--- src/rtl/fpmac_operand_feeder_if.sv ---
// Bundle between the FP16 word source, the operand feeder and the MAC.
// Optional macro FPMAC_FEEDER_SPECIAL_EN adds the Inf/NaN flags op_special and special_seen.
interface fpmac_operand_feeder_if #(
    parameter int LEN_W = 8
);
    logic [15:0]      in_data;
    logic             in_valid;
    logic             in_ready;
    logic             start;
    logic [LEN_W-1:0] blk_len;
    logic [15:0]      op_a;
    logic [15:0]      op_b;
    logic             op_valid;
    logic             op_last;
    logic             acc_clear;
    logic             busy;
    logic             done;
`ifdef FPMAC_FEEDER_SPECIAL_EN
    logic             op_special;
    logic             special_seen;

    modport master (
        output in_data, in_valid, start, blk_len,
        input  in_ready, op_a, op_b, op_valid, op_last, acc_clear, busy, done,
               op_special, special_seen
    );

    modport slave (
        input  in_data, in_valid, start, blk_len,
        output in_ready, op_a, op_b, op_valid, op_last, acc_clear, busy, done,
               op_special, special_seen
    );
`else
    modport master (
        output in_data, in_valid, start, blk_len,
        input  in_ready, op_a, op_b, op_valid, op_last, acc_clear, busy, done
    );

    modport slave (
        input  in_data, in_valid, start, blk_len,
        output in_ready, op_a, op_b, op_valid, op_last, acc_clear, busy, done
    );
`endif
endinterface

--- src/rtl/fpmac_operand_feeder.sv ---
// FIFO-buffered FP16 operand pair feeder for the MAC pipeline, with block sequencing and drain wait.
// Optional macro FPMAC_FEEDER_SPECIAL_EN adds Inf/NaN operand detection.
module fpmac_operand_feeder #(
    parameter int DEPTH    = 8,
    parameter int PIPE_LAT = 4,
    parameter int LEN_W    = 8
) (
    input  logic                  clk,
    input  logic                  Asynch_Reset,
    fpmac_operand_feeder_if.slave bus
);

    localparam int AW = $clog2(DEPTH);
    localparam int DW = (PIPE_LAT < 1) ? 1 : $clog2(PIPE_LAT + 1);
    localparam logic [AW:0]   CNT_FULL = DEPTH[AW:0];
    localparam logic [AW:0]   CNT_TWO  = 2;
    localparam logic [DW-1:0] DRAIN_LOAD = PIPE_LAT[DW-1:0];

    typedef enum logic [1:0] {
        IDLE,
        RUN,
        DRAIN,
        DONE
    } state_t;

    state_t state_q, state_d;

    logic [15:0] mem [DEPTH];
    logic [AW-1:0] wr_ptr, rd_ptr;
    logic [AW:0]   count;
    logic          push, pop;
    logic [15:0]   head0, head1;

    logic [LEN_W-1:0] len_q, len_d;
    logic [LEN_W-1:0] pair_q, pair_d, pair_inc;
    logic [DW-1:0]    drain_q, drain_d;
    logic [15:0]      op_a_q, op_a_d, op_b_q, op_b_d;
    logic             op_valid_q, op_valid_d;
    logic             op_last_q, op_last_d;
    logic             acc_clear_q, acc_clear_d;

`ifdef FPMAC_FEEDER_SPECIAL_EN
    logic op_special_q, op_special_d;
    logic special_seen_q, special_seen_d;
    logic pair_special;

    assign pair_special = (head0[14:10] == 5'h1F) || (head1[14:10] == 5'h1F);
`endif

    // A full FIFO refuses pushes even when a pop frees space in the same cycle.
    assign push     = bus.in_valid && (count != CNT_FULL);
    assign head0    = mem[rd_ptr];
    assign head1    = mem[rd_ptr + AW'(1)];
    assign pair_inc = pair_q + LEN_W'(1);

    always_ff @(posedge clk) begin
        if (push) begin
            mem[wr_ptr] <= bus.in_data;
        end
    end

    always_ff @(posedge clk) begin
        if (Asynch_Reset) begin
            wr_ptr <= '0;
            rd_ptr <= '0;
            count  <= '0;
        end else begin
            if (push) begin
                wr_ptr <= wr_ptr + AW'(1);
            end
            if (pop) begin
                rd_ptr <= rd_ptr + AW'(2);
            end
            case ({push, pop})
                2'b10:   count <= count + (AW+1)'(1);
                2'b01:   count <= count - CNT_TWO;
                2'b11:   count <= count - (AW+1)'(1);
                default: count <= count;
            endcase
        end
    end

    always_ff @(posedge clk) begin
        if (Asynch_Reset) begin
            state_q     <= IDLE;
            len_q       <= '0;
            pair_q      <= '0;
            drain_q     <= '0;
            op_a_q      <= 16'h0000;
            op_b_q      <= 16'h0000;
            op_valid_q  <= 1'b0;
            op_last_q   <= 1'b0;
            acc_clear_q <= 1'b0;
        end else begin
            state_q     <= state_d;
            len_q       <= len_d;
            pair_q      <= pair_d;
            drain_q     <= drain_d;
            op_a_q      <= op_a_d;
            op_b_q      <= op_b_d;
            op_valid_q  <= op_valid_d;
            op_last_q   <= op_last_d;
            acc_clear_q <= acc_clear_d;
        end
    end

`ifdef FPMAC_FEEDER_SPECIAL_EN
    always_ff @(posedge clk) begin
        if (Asynch_Reset) begin
            op_special_q   <= 1'b0;
            special_seen_q <= 1'b0;
        end else begin
            op_special_q   <= op_special_d;
            special_seen_q <= special_seen_d;
        end
    end
`endif

    // Pairs are only taken whole, so an odd leftover word waits for the next block.
    always_comb begin
        state_d     = state_q;
        len_d       = len_q;
        pair_d      = pair_q;
        drain_d     = drain_q;
        op_a_d      = op_a_q;
        op_b_d      = op_b_q;
        op_valid_d  = 1'b0;
        op_last_d   = 1'b0;
        acc_clear_d = 1'b0;
        pop         = 1'b0;
`ifdef FPMAC_FEEDER_SPECIAL_EN
        op_special_d   = 1'b0;
        special_seen_d = special_seen_q;
`endif
        case (state_q)
            IDLE: begin
                if (bus.start) begin
                    len_d       = bus.blk_len;
                    pair_d      = '0;
                    acc_clear_d = 1'b1;
`ifdef FPMAC_FEEDER_SPECIAL_EN
                    special_seen_d = 1'b0;
`endif
                    if (bus.blk_len == '0) begin
                        state_d = DRAIN;
                        drain_d = DRAIN_LOAD;
                    end else begin
                        state_d = RUN;
                    end
                end
            end
            RUN: begin
                if (count >= CNT_TWO) begin
                    pop        = 1'b1;
                    op_a_d     = head0;
                    op_b_d     = head1;
                    op_valid_d = 1'b1;
                    pair_d     = pair_inc;
`ifdef FPMAC_FEEDER_SPECIAL_EN
                    op_special_d   = pair_special;
                    special_seen_d = special_seen_q | pair_special;
`endif
                    if (pair_inc == len_q) begin
                        op_last_d = 1'b1;
                        state_d   = DRAIN;
                        drain_d   = DRAIN_LOAD;
                    end
                end
            end
            DRAIN: begin
                if (drain_q == '0) begin
                    state_d = DONE;
                end else begin
                    drain_d = drain_q - DW'(1);
                end
            end
            DONE: begin
                state_d = IDLE;
            end
            default: begin
                state_d = IDLE;
            end
        endcase
    end

    assign bus.in_ready  = (count != CNT_FULL);
    assign bus.op_a      = op_a_q;
    assign bus.op_b      = op_b_q;
    assign bus.op_valid  = op_valid_q;
    assign bus.op_last   = op_last_q;
    assign bus.acc_clear = acc_clear_q;
    assign bus.busy      = (state_q != IDLE);
    assign bus.done      = (state_q == DONE);
`ifdef FPMAC_FEEDER_SPECIAL_EN
    assign bus.op_special   = op_special_q;
    assign bus.special_seen = special_seen_q;
`endif

endmodule

--- src/flat_wrapper.sv ---
// flat-port wrapper written by rule: the top's interface ports become plain ports
module fpmac_operand_feeder_flat 
#(
    parameter int DEPTH    = 8,
    parameter int PIPE_LAT = 4,
    parameter int LEN_W    = 8
)
  (clk, Asynch_Reset, bus_in_data, bus_in_valid, bus_start, bus_blk_len, bus_in_ready, bus_op_a, bus_op_b, bus_op_valid, bus_op_last, bus_acc_clear, bus_busy, bus_done);
  fpmac_operand_feeder_if #(.LEN_W(LEN_W)) bus_i ();
  input  logic clk;
  input  logic Asynch_Reset;
  input wire logic [$bits(bus_i.in_data)-1:0] bus_in_data;
  input wire logic [$bits(bus_i.in_valid)-1:0] bus_in_valid;
  input wire logic [$bits(bus_i.start)-1:0] bus_start;
  input wire logic [$bits(bus_i.blk_len)-1:0] bus_blk_len;
  output wire logic [$bits(bus_i.in_ready)-1:0] bus_in_ready;
  output wire logic [$bits(bus_i.op_a)-1:0] bus_op_a;
  output wire logic [$bits(bus_i.op_b)-1:0] bus_op_b;
  output wire logic [$bits(bus_i.op_valid)-1:0] bus_op_valid;
  output wire logic [$bits(bus_i.op_last)-1:0] bus_op_last;
  output wire logic [$bits(bus_i.acc_clear)-1:0] bus_acc_clear;
  output wire logic [$bits(bus_i.busy)-1:0] bus_busy;
  output wire logic [$bits(bus_i.done)-1:0] bus_done;
  assign bus_i.in_data = bus_in_data;
  assign bus_i.in_valid = bus_in_valid;
  assign bus_i.start = bus_start;
  assign bus_i.blk_len = bus_blk_len;
  assign bus_in_ready = bus_i.in_ready;
  assign bus_op_a = bus_i.op_a;
  assign bus_op_b = bus_i.op_b;
  assign bus_op_valid = bus_i.op_valid;
  assign bus_op_last = bus_i.op_last;
  assign bus_acc_clear = bus_i.acc_clear;
  assign bus_busy = bus_i.busy;
  assign bus_done = bus_i.done;
  fpmac_operand_feeder #(.DEPTH(DEPTH), .PIPE_LAT(PIPE_LAT), .LEN_W(LEN_W)) u_core (.clk(clk), .Asynch_Reset(Asynch_Reset), .bus(bus_i));
endmodule
--- config.mk ---
export PLATFORM = sky130hd
export DESIGN_NAME = fpmac_operand_feeder_flat
export DESIGN_NICKNAME = d
export VERILOG_FILES = /design/src/rtl/fpmac_operand_feeder_if.sv /design/src/rtl/fpmac_operand_feeder.sv /design/src/flat_wrapper.sv
export SDC_FILE = /design/constraint.sdc
export NUM_CORES = 1
export LEC_CHECK = 0
export ABC_AREA = 1
export CORE_AREA = 2 2 123 125
export CTS_BUF_LIST = sky130_fd_sc_hd__clkbuf_2 sky130_fd_sc_hd__clkbuf_4 sky130_fd_sc_hd__clkbuf_8
export DETAILED_ROUTE_END_ITERATION = 7
export DIE_AREA = 0 0 125 127
export GPL_TIMING_DRIVEN = 0
export PLACE_DENSITY = 0.77
export SLEW_MARGIN = 25
export SYNTH_ARGS = -nofsm -noshare
export SYNTH_HDL_FRONTEND = slang
export SYNTH_SLANG_ARGS = --single-unit
export TNS_END_PERCENT = 10
--- constraint.sdc ---
create_clock -name clk -period 1.9 [get_ports clk]
set_input_delay 0.285 -clock clk [delete_from_list [all_inputs] [get_ports clk]]
set_output_delay 0.285 -clock clk [all_outputs]
set_load 0.1 [all_outputs]
# Word-level counts from Yosys, hierarchy flattened
# Memory sizes are Yosys's and may differ from the RTL's. A register that Yosys moved wholly into a read port is not among the register bits.
# Index checks and enable logic that the tools add are counted.
# classes
n_addsub	8
magnitude_cmp	1
n_eq_ne	14
mux	22
bitwise_logic	3
reduce_logical	15
# ops
cell	count
2-to-1 mux 8 bit	2
one-hot mux 8 bit (2 select lines)	1
2-to-1 mux 3 bit	5
one-hot mux 4 bit (3 select lines)	1
2-to-1 mux 2 bit	5
one-hot mux 3 bit (3 select lines)	1
adder 8 x 1 -> 8 bit, second input constant	1
== test 2 bit, second input constant	4
== test 8 bit	1
zero test 8 bit	1
inequality test 2 x 1 -> 1 bit, second input constant	4
one-hot mux 2 bit (4 select lines)	1
adder 3 x 1 -> 3 bit, second input constant	2
2-to-1 mux 1 bit	6
AND reduction 6 bit	1
nonzero test 3 bit	2
adder 4 x 1 -> 4 bit, second input constant	1
== test 2 x 1 -> 1 bit, second input constant	2
>= comparator 4 x 2 -> 1 bit, second input constant	1
inequality test 2 bit, second input constant	2
inequality test 4 bit, second input constant	1
AND reduction 2 bit	2
AND reduction 4 bit	1
nonzero test 2 bit	2
other kinds (11)	13
# totals
ff_bits	34
ramBits	128
input_bits	28
output_inout_bits	38
word_cells	74
n_memories	1
# mem_list
name	words	width	read_ports	rd_ports_with_merged_regs	write_ports	line_no	text
u_core.mem	8	16	2	2	1	fpmac_operand_feeder.sv:28	logic [15:0] mem [DEPTH];

# Longest topological paths before layout
# depth
depth_word	5
depth_mapped	16
depth_no_buf	15

# Worst setup path before layout
# Ideal clock, no wire load.
# synth_path
path_type	reg2reg
startpoint	reg u_core.count[1]
endpoint	mem u_core.mem[1][0] (enable)
setup_time_ps	388
t_arrival_ps	1973
required_ps	1512
slack_ps	-461
path_stages_with_launch	7
n_path_buf	0
period_less_slack_ps	2361
cell_sequence	dfxtp_1 nor2_1 nand2_2 nand2_4 nor2_1 inv_1 nor2_1
# synth_via
elab_chain_cells	4
# synth_lines
element	line_no	text
start, declared	fpmac_operand_feeder.sv:30	logic [AW:0] count;
start signal, assigned	fpmac_operand_feeder.sv:75	2'b10: count <= count + (AW+1)'(1);
start signal, assigned	fpmac_operand_feeder.sv:76	2'b01: count <= count - CNT_TWO;
start signal, assigned	fpmac_operand_feeder.sv:77	2'b11: count <= count - (AW+1)'(1);
inequality test 4 bit	n/a	
via bus_in_ready	flat_wrapper.sv:16	output wire logic [$bits(bus_i.in_ready)-1:0] bus_in_ready;
logical AND 1 bit	fpmac_operand_feeder.sv:51	assign push = bus.in_valid && (count != CNT_FULL);
2-to-1 mux 1 bit	fpmac_operand_feeder.sv:57	if (push) begin
2-to-1 mux 1 bit (implied by the code)	fpmac_operand_feeder.sv:58	mem[wr_ptr] <= bus.in_data;
end, declared	fpmac_operand_feeder.sv:28	
# The timed path passes the listed nets, and every way through them passes these cells.

# Final worst setup path
# layout_path
startpoint	reg u_core.count[3]
endpoint	mem u_core.mem[5][5] (enable)
# layout_via
elab_chain_cells	4
# layout_lines
element	line_no
inequality test 4 bit	fpmac_operand_feeder.sv:51
logical AND 1 bit	fpmac_operand_feeder.sv:51
2-to-1 mux 1 bit	fpmac_operand_feeder.sv:57
2-to-1 mux 1 bit (implied by the code)	fpmac_operand_feeder.sv:58
# Every way passes these cells.

==> flow_summary.rst <==
.. list-table::
   :header-rows: 1

   * - Metric
     - Value
   * - Outcome
     - complete, no violations
   * - Min Clock Period, post-route
     - 1880 ps
   * - GP Congestion
     - 0.850
   * - Total clock buffers created by CTS
     - 17
   * - Worst Path Buf+Inv
     - 2
   * - Remaining Overflow, GRT
     - 0
   * - Pint
     - 0.00691 W
   * - Final Hold Fails
     - 0
   * - Highest clock rate
     - 531 MHz
   * - NumNets Final
     - 895
   * - CTS root buf
     - sky130_fd_sc_hd__clkbuf_8
   * - Worst-case reg-to-reg path depth
     - 7
   * - Wire length of the first global-routing pass
     - 29.5 mm
   * - Port Buffers
     - 65
   * - Detail Route met3 WL
     - 1.76 mm
   * - Max-capacitance violation count
     - 0
   * - Quantity of hold-fixing buffers added after cts
     - 0
   * - Post-DP Area
     - 8730 um2
   * - Setup Skew
     - 10.4 ps
   * - DRT met1 WL
     - 7.92 mm
   * - Cell area after layout
     - 9590 um2
   * - Total power consumption of the routed design
     - 0.0113 W
   * - P per Cell Area
     - 1180 nW/um2
   * - CP peak stage delay
     - 540 ps
   * - Syn Area/Cell
     - 10.3 um2
   * - Max clock buf depth
     - 2
   * - Vias per cell
     - 5.69
   * - Seq/Total Area, Yosys
     - 66.3%
   * - GRT Total Usage
     - 24.2%
   * - Routed length per placed instance
     - 18.4 um
   * - Row cnt
     - 44
   * - Die Y
     - 127 um
   * - Sequential cell fraction of total power
     - 45.1%
   * - Yosys warning total
     - 0
   * - Fraction of final layout cells with drive strength greater than 1
     - 19.4%
   * - CTS tree
     - done
   * - Critical Path Slowest Stage Cell
     - sky130_fd_sc_hd__nor2_4
   * - Synthesized Nets
     - 793
   * - Sw frac
     - 38.6%
   * - Vias after detailed routing
     - 5999
   * - Sum of net half-perimeters after detailed placement
     - 11.9 mm
   * - Total Die Area
     - 15900 um2
   * - Antenna violation net count after detailed routing
     - 0
   * - Drt pass-1 iters
     - 6
   * - Minimum setup slack after placement
     - -763 ps
   * - Hold Path Class
     - in2reg
   * - Via count of the first global-routing pass
     - 5662
   * - Clock network power share
     - 24.2%
   * - Critical Path, Cell by Cell
     - inv_2 -> nor2_4 -> nand2_2 -> nand2_4 -> nor2_2 -> inv_2 -> nor2_4
   * - Startpoint type of the worst setup path
     - flip-flop
   * - Number of filler cells placed in the layout
     - 1069
   * - Worst endpoint data arrival time
     - 2000 ps
   * - Worst IR drop on VDD
     - 0.740 mV
   * - Critical Path Sink Type
     - flip-flop
   * - Combinational Power Share
     - 30.7%
   * - Setup violators final
     - 0
   * - Required time worst endpoint
     - 2020 ps
   * - Layout area overhead
     - 23.5%
   * - Lkg Pwr
     - 3.45 nW
   * - Unrepaired setup endpoints after global routing
     - yes
   * - Io pins
     - 66
   * - Synth async-reset ratio
     - 0%
   * - Final antenna diode count
     - 0
   * - Distinct cells, synth
     - 33
   * - Number of design-rule violations left by the first detailed-router iteration
     - 550
   * - Normalized max-slew margin
     - 54.4%
   * - Largest net degree at the start of global routing
     - 20
   * - Largest fanout on the critical path
     - 16
   * - Worst hold path depth
     - 3
   * - Initial cell density of the core
     - 53.8%
   * - Final cycle utilization of the critical path
     - 99.1%
   * - Horiz. Die Dim
     - 125 um
   * - Number of enable-type register cells in the synthesized netlist
     - 128
   * - DRC errors left
     - 0
   * - Routed wire length
     - 19.4 mm
   * - Synthesis-stage register bit count
     - 193
   * - Critical Path Stages
     - 7
   * - Most used flip-flop cell after synthesis
     - sky130_fd_sc_hd__edfxtp_1
   * - Number of max-slew violations in the final report
     - 0
   * - Setup Crit Path Kind
     - reg2reg
   * - Setup slack after layout
     - 16.4 ps
   * - Clock Sinks
     - 193
   * - Netlist area before placement
     - 7760 um2
   * - Clock network latency to the later pin of the worst-skew pair
     - 490 ps
   * - Kind of cell with the highest combined delay on the critical path
     - simple AND/OR/NAND/NOR gates
   * - Clock edge transition at the registers on the reported setup and hold paths
     - 100 ps
   * - Synthesized instance count
     - 755
   * - H-tree depth
     - 4
   * - Initial antenna violation count
     - 0
   * - Routed met2 length
     - 9.48 mm
   * - Switching power total
     - 0.00435 W
   * - Placeable core area
     - 14400 um2
   * - Highest metal layer used by the detailed router
     - met4
   * - Worst-margin pin slew
     - 682 ps
per-stage QoR:
| step | hold WS (ps) | util [%] | cells | TNS (ps) |
|---|---|---|---|---|
| 3_3_place_gp | 465 | 60.2 | 1004 | -103550 |
| 6_report | 365 | 66.5 | 1054 | 0 |
| 2_1_floorplan | 354 | - | 755 | -17540 |
| 4_1_cts | 356 | 64.5 | 1043 | 0 |
| 5_1_grt | 382 | 66.5 | 1054 | -1160 |
| 3_5_place_dp | 468 | 60.5 | 1006 | -60320 |
worst min-delay path: cells and delay by family:
kind / cells / cell delay, ps
buf+inv: 2 / 460
compound gates: 1 / 60
worst paths after layout:
kind | slack (ps) | startpoint | end
worst max register to register | 20 | u_core.count[3] | u_core.mem[5][5]
worst min register to register | 490 | u_core.pair_q[6] | u_core.pair_q[6]
worst min-delay path | 370 | bus_blk_len[1] | u_core.len_q[1]
worst max-delay path | 20 | u_core.count[3] | u_core.mem[5][5]
routing by layer:
| layer | track usage [%] | up-vias |
|---|---|---|
| met5 | 0 | - |
| met4 | 7.25 | 0 |
| met3 | 5.70 | 28 |
| met2 | 39.8 | 301 |
| met1 | 32.4 | 2858 |
| li1 | - | 2812 |
repair_timing:
action	4_1_cts	5_1_grt
gates resized for setup	136	52
setup endpoints to repair	204	115
pin swaps	3	13
buffers inserted	5	11
gates cloned	0	0
flip-flops by register name, summed over array words and instances, names as in the netlist:
signal / count
u_core.mem: 128
u_core.state_q: 2
u_core.bus.op_a: 16
u_core.rd_ptr: 2
u_core.bus.acc_clear: 1
u_core.pair_q: 8
u_core.len_q: 8
u_core.wr_ptr: 3
u_core.bus.op_last: 1
u_core.bus.op_b: 16
u_core.drain_q: 3
u_core.count: 4
u_core.bus.op_valid: 1
Yosys cell counts, types with 2 or more instances:
library cell                 n  area [um2]
sky130_fd_sc_hd__buf_2       4        20.0
sky130_fd_sc_hd__a21oi_1    25         125
sky130_fd_sc_hd__o21ai_0   116         581
sky130_fd_sc_hd__nand2_1    71         267
sky130_fd_sc_hd__nor3_1      4        20.0
sky130_fd_sc_hd__inv_2       5        18.8
sky130_fd_sc_hd__dfxtp_1    65        1300
sky130_fd_sc_hd__ha_1       10         125
sky130_fd_sc_hd__inv_1      38         143
sky130_fd_sc_hd__xnor2_1     4        35.0
sky130_fd_sc_hd__a21oi_2     2        17.5
sky130_fd_sc_hd__or2_2       3        18.8
sky130_fd_sc_hd__buf_1       5        18.8
sky130_fd_sc_hd__clkbuf_1   26        97.6
sky130_fd_sc_hd__nand2_2     3        18.8
sky130_fd_sc_hd__nand4_1     5        31.3
sky130_fd_sc_hd__nor2_1    171         642
sky130_fd_sc_hd__nand3_1    22         110
sky130_fd_sc_hd__a31oi_1    33         206
sky130_fd_sc_hd__edfxtp_1  128        3840
sky130_fd_sc_hd__xor2_1      2        17.5
sky130_fd_sc_hd__nor2_2      2        12.5
cells in the final DEF, fill, tap and decap left out, drive strengths merged:
cell	instances
edfxtp	128
nand2	75
clkdlybuf4s50	27
xor2	2
inv	49
o21ai	117
xnor2	4
nor2	174
nand4	5
o2bb2ai	1
a21o	1
ha	10
dfxtp	65
a21oi	27
clkdlybuf4s15	35
clkinvlp	2
nand3b	1
nand3	23
o21bai	1
a31oi	33
or2	3
bufinv	1
buf	31
clkinv	7
clkbuf	44
nor3	4
power by group through the flow:
stage / clock [W] / sequential [W] / combinational (W)
floorplan: 0 / 0.00605 / 0.00139
global placement: 0 / 0.00513 / 0.00311
detailed placement: 0 / 0.00513 / 0.00318
CTS: 0.00271 / 0.00504 / 0.00319
global route: 0.00290 / 0.00511 / 0.00371
finish: 0.00273 / 0.00508 / 0.00346
logic make-up after synthesis:
logic type,count (synthesis),synth area share [%]
buf+inv,81,4.13
fa+ha+maj,10,1.61
xor+xnor,6,0.677
compound gates,180,12.4
simple gates,285,14.9
flops,193,66.3
area by class of cell:
class / instances / area, um2 / share of cell area (%)
multi-input combinational: 481 / 2500 / 26.1
buffer: 37 / 169 / 1.76
timing repair buffer: 83 / 945 / 9.85
tap: 184 / 230 / 2.40
clock buffer: 17 / 234 / 2.44
sequential: 193 / 5160 / 53.9
inverter: 44 / 169 / 1.76
clock inverter: 15 / 173 / 1.80
(Power assumes the default switching activity.)
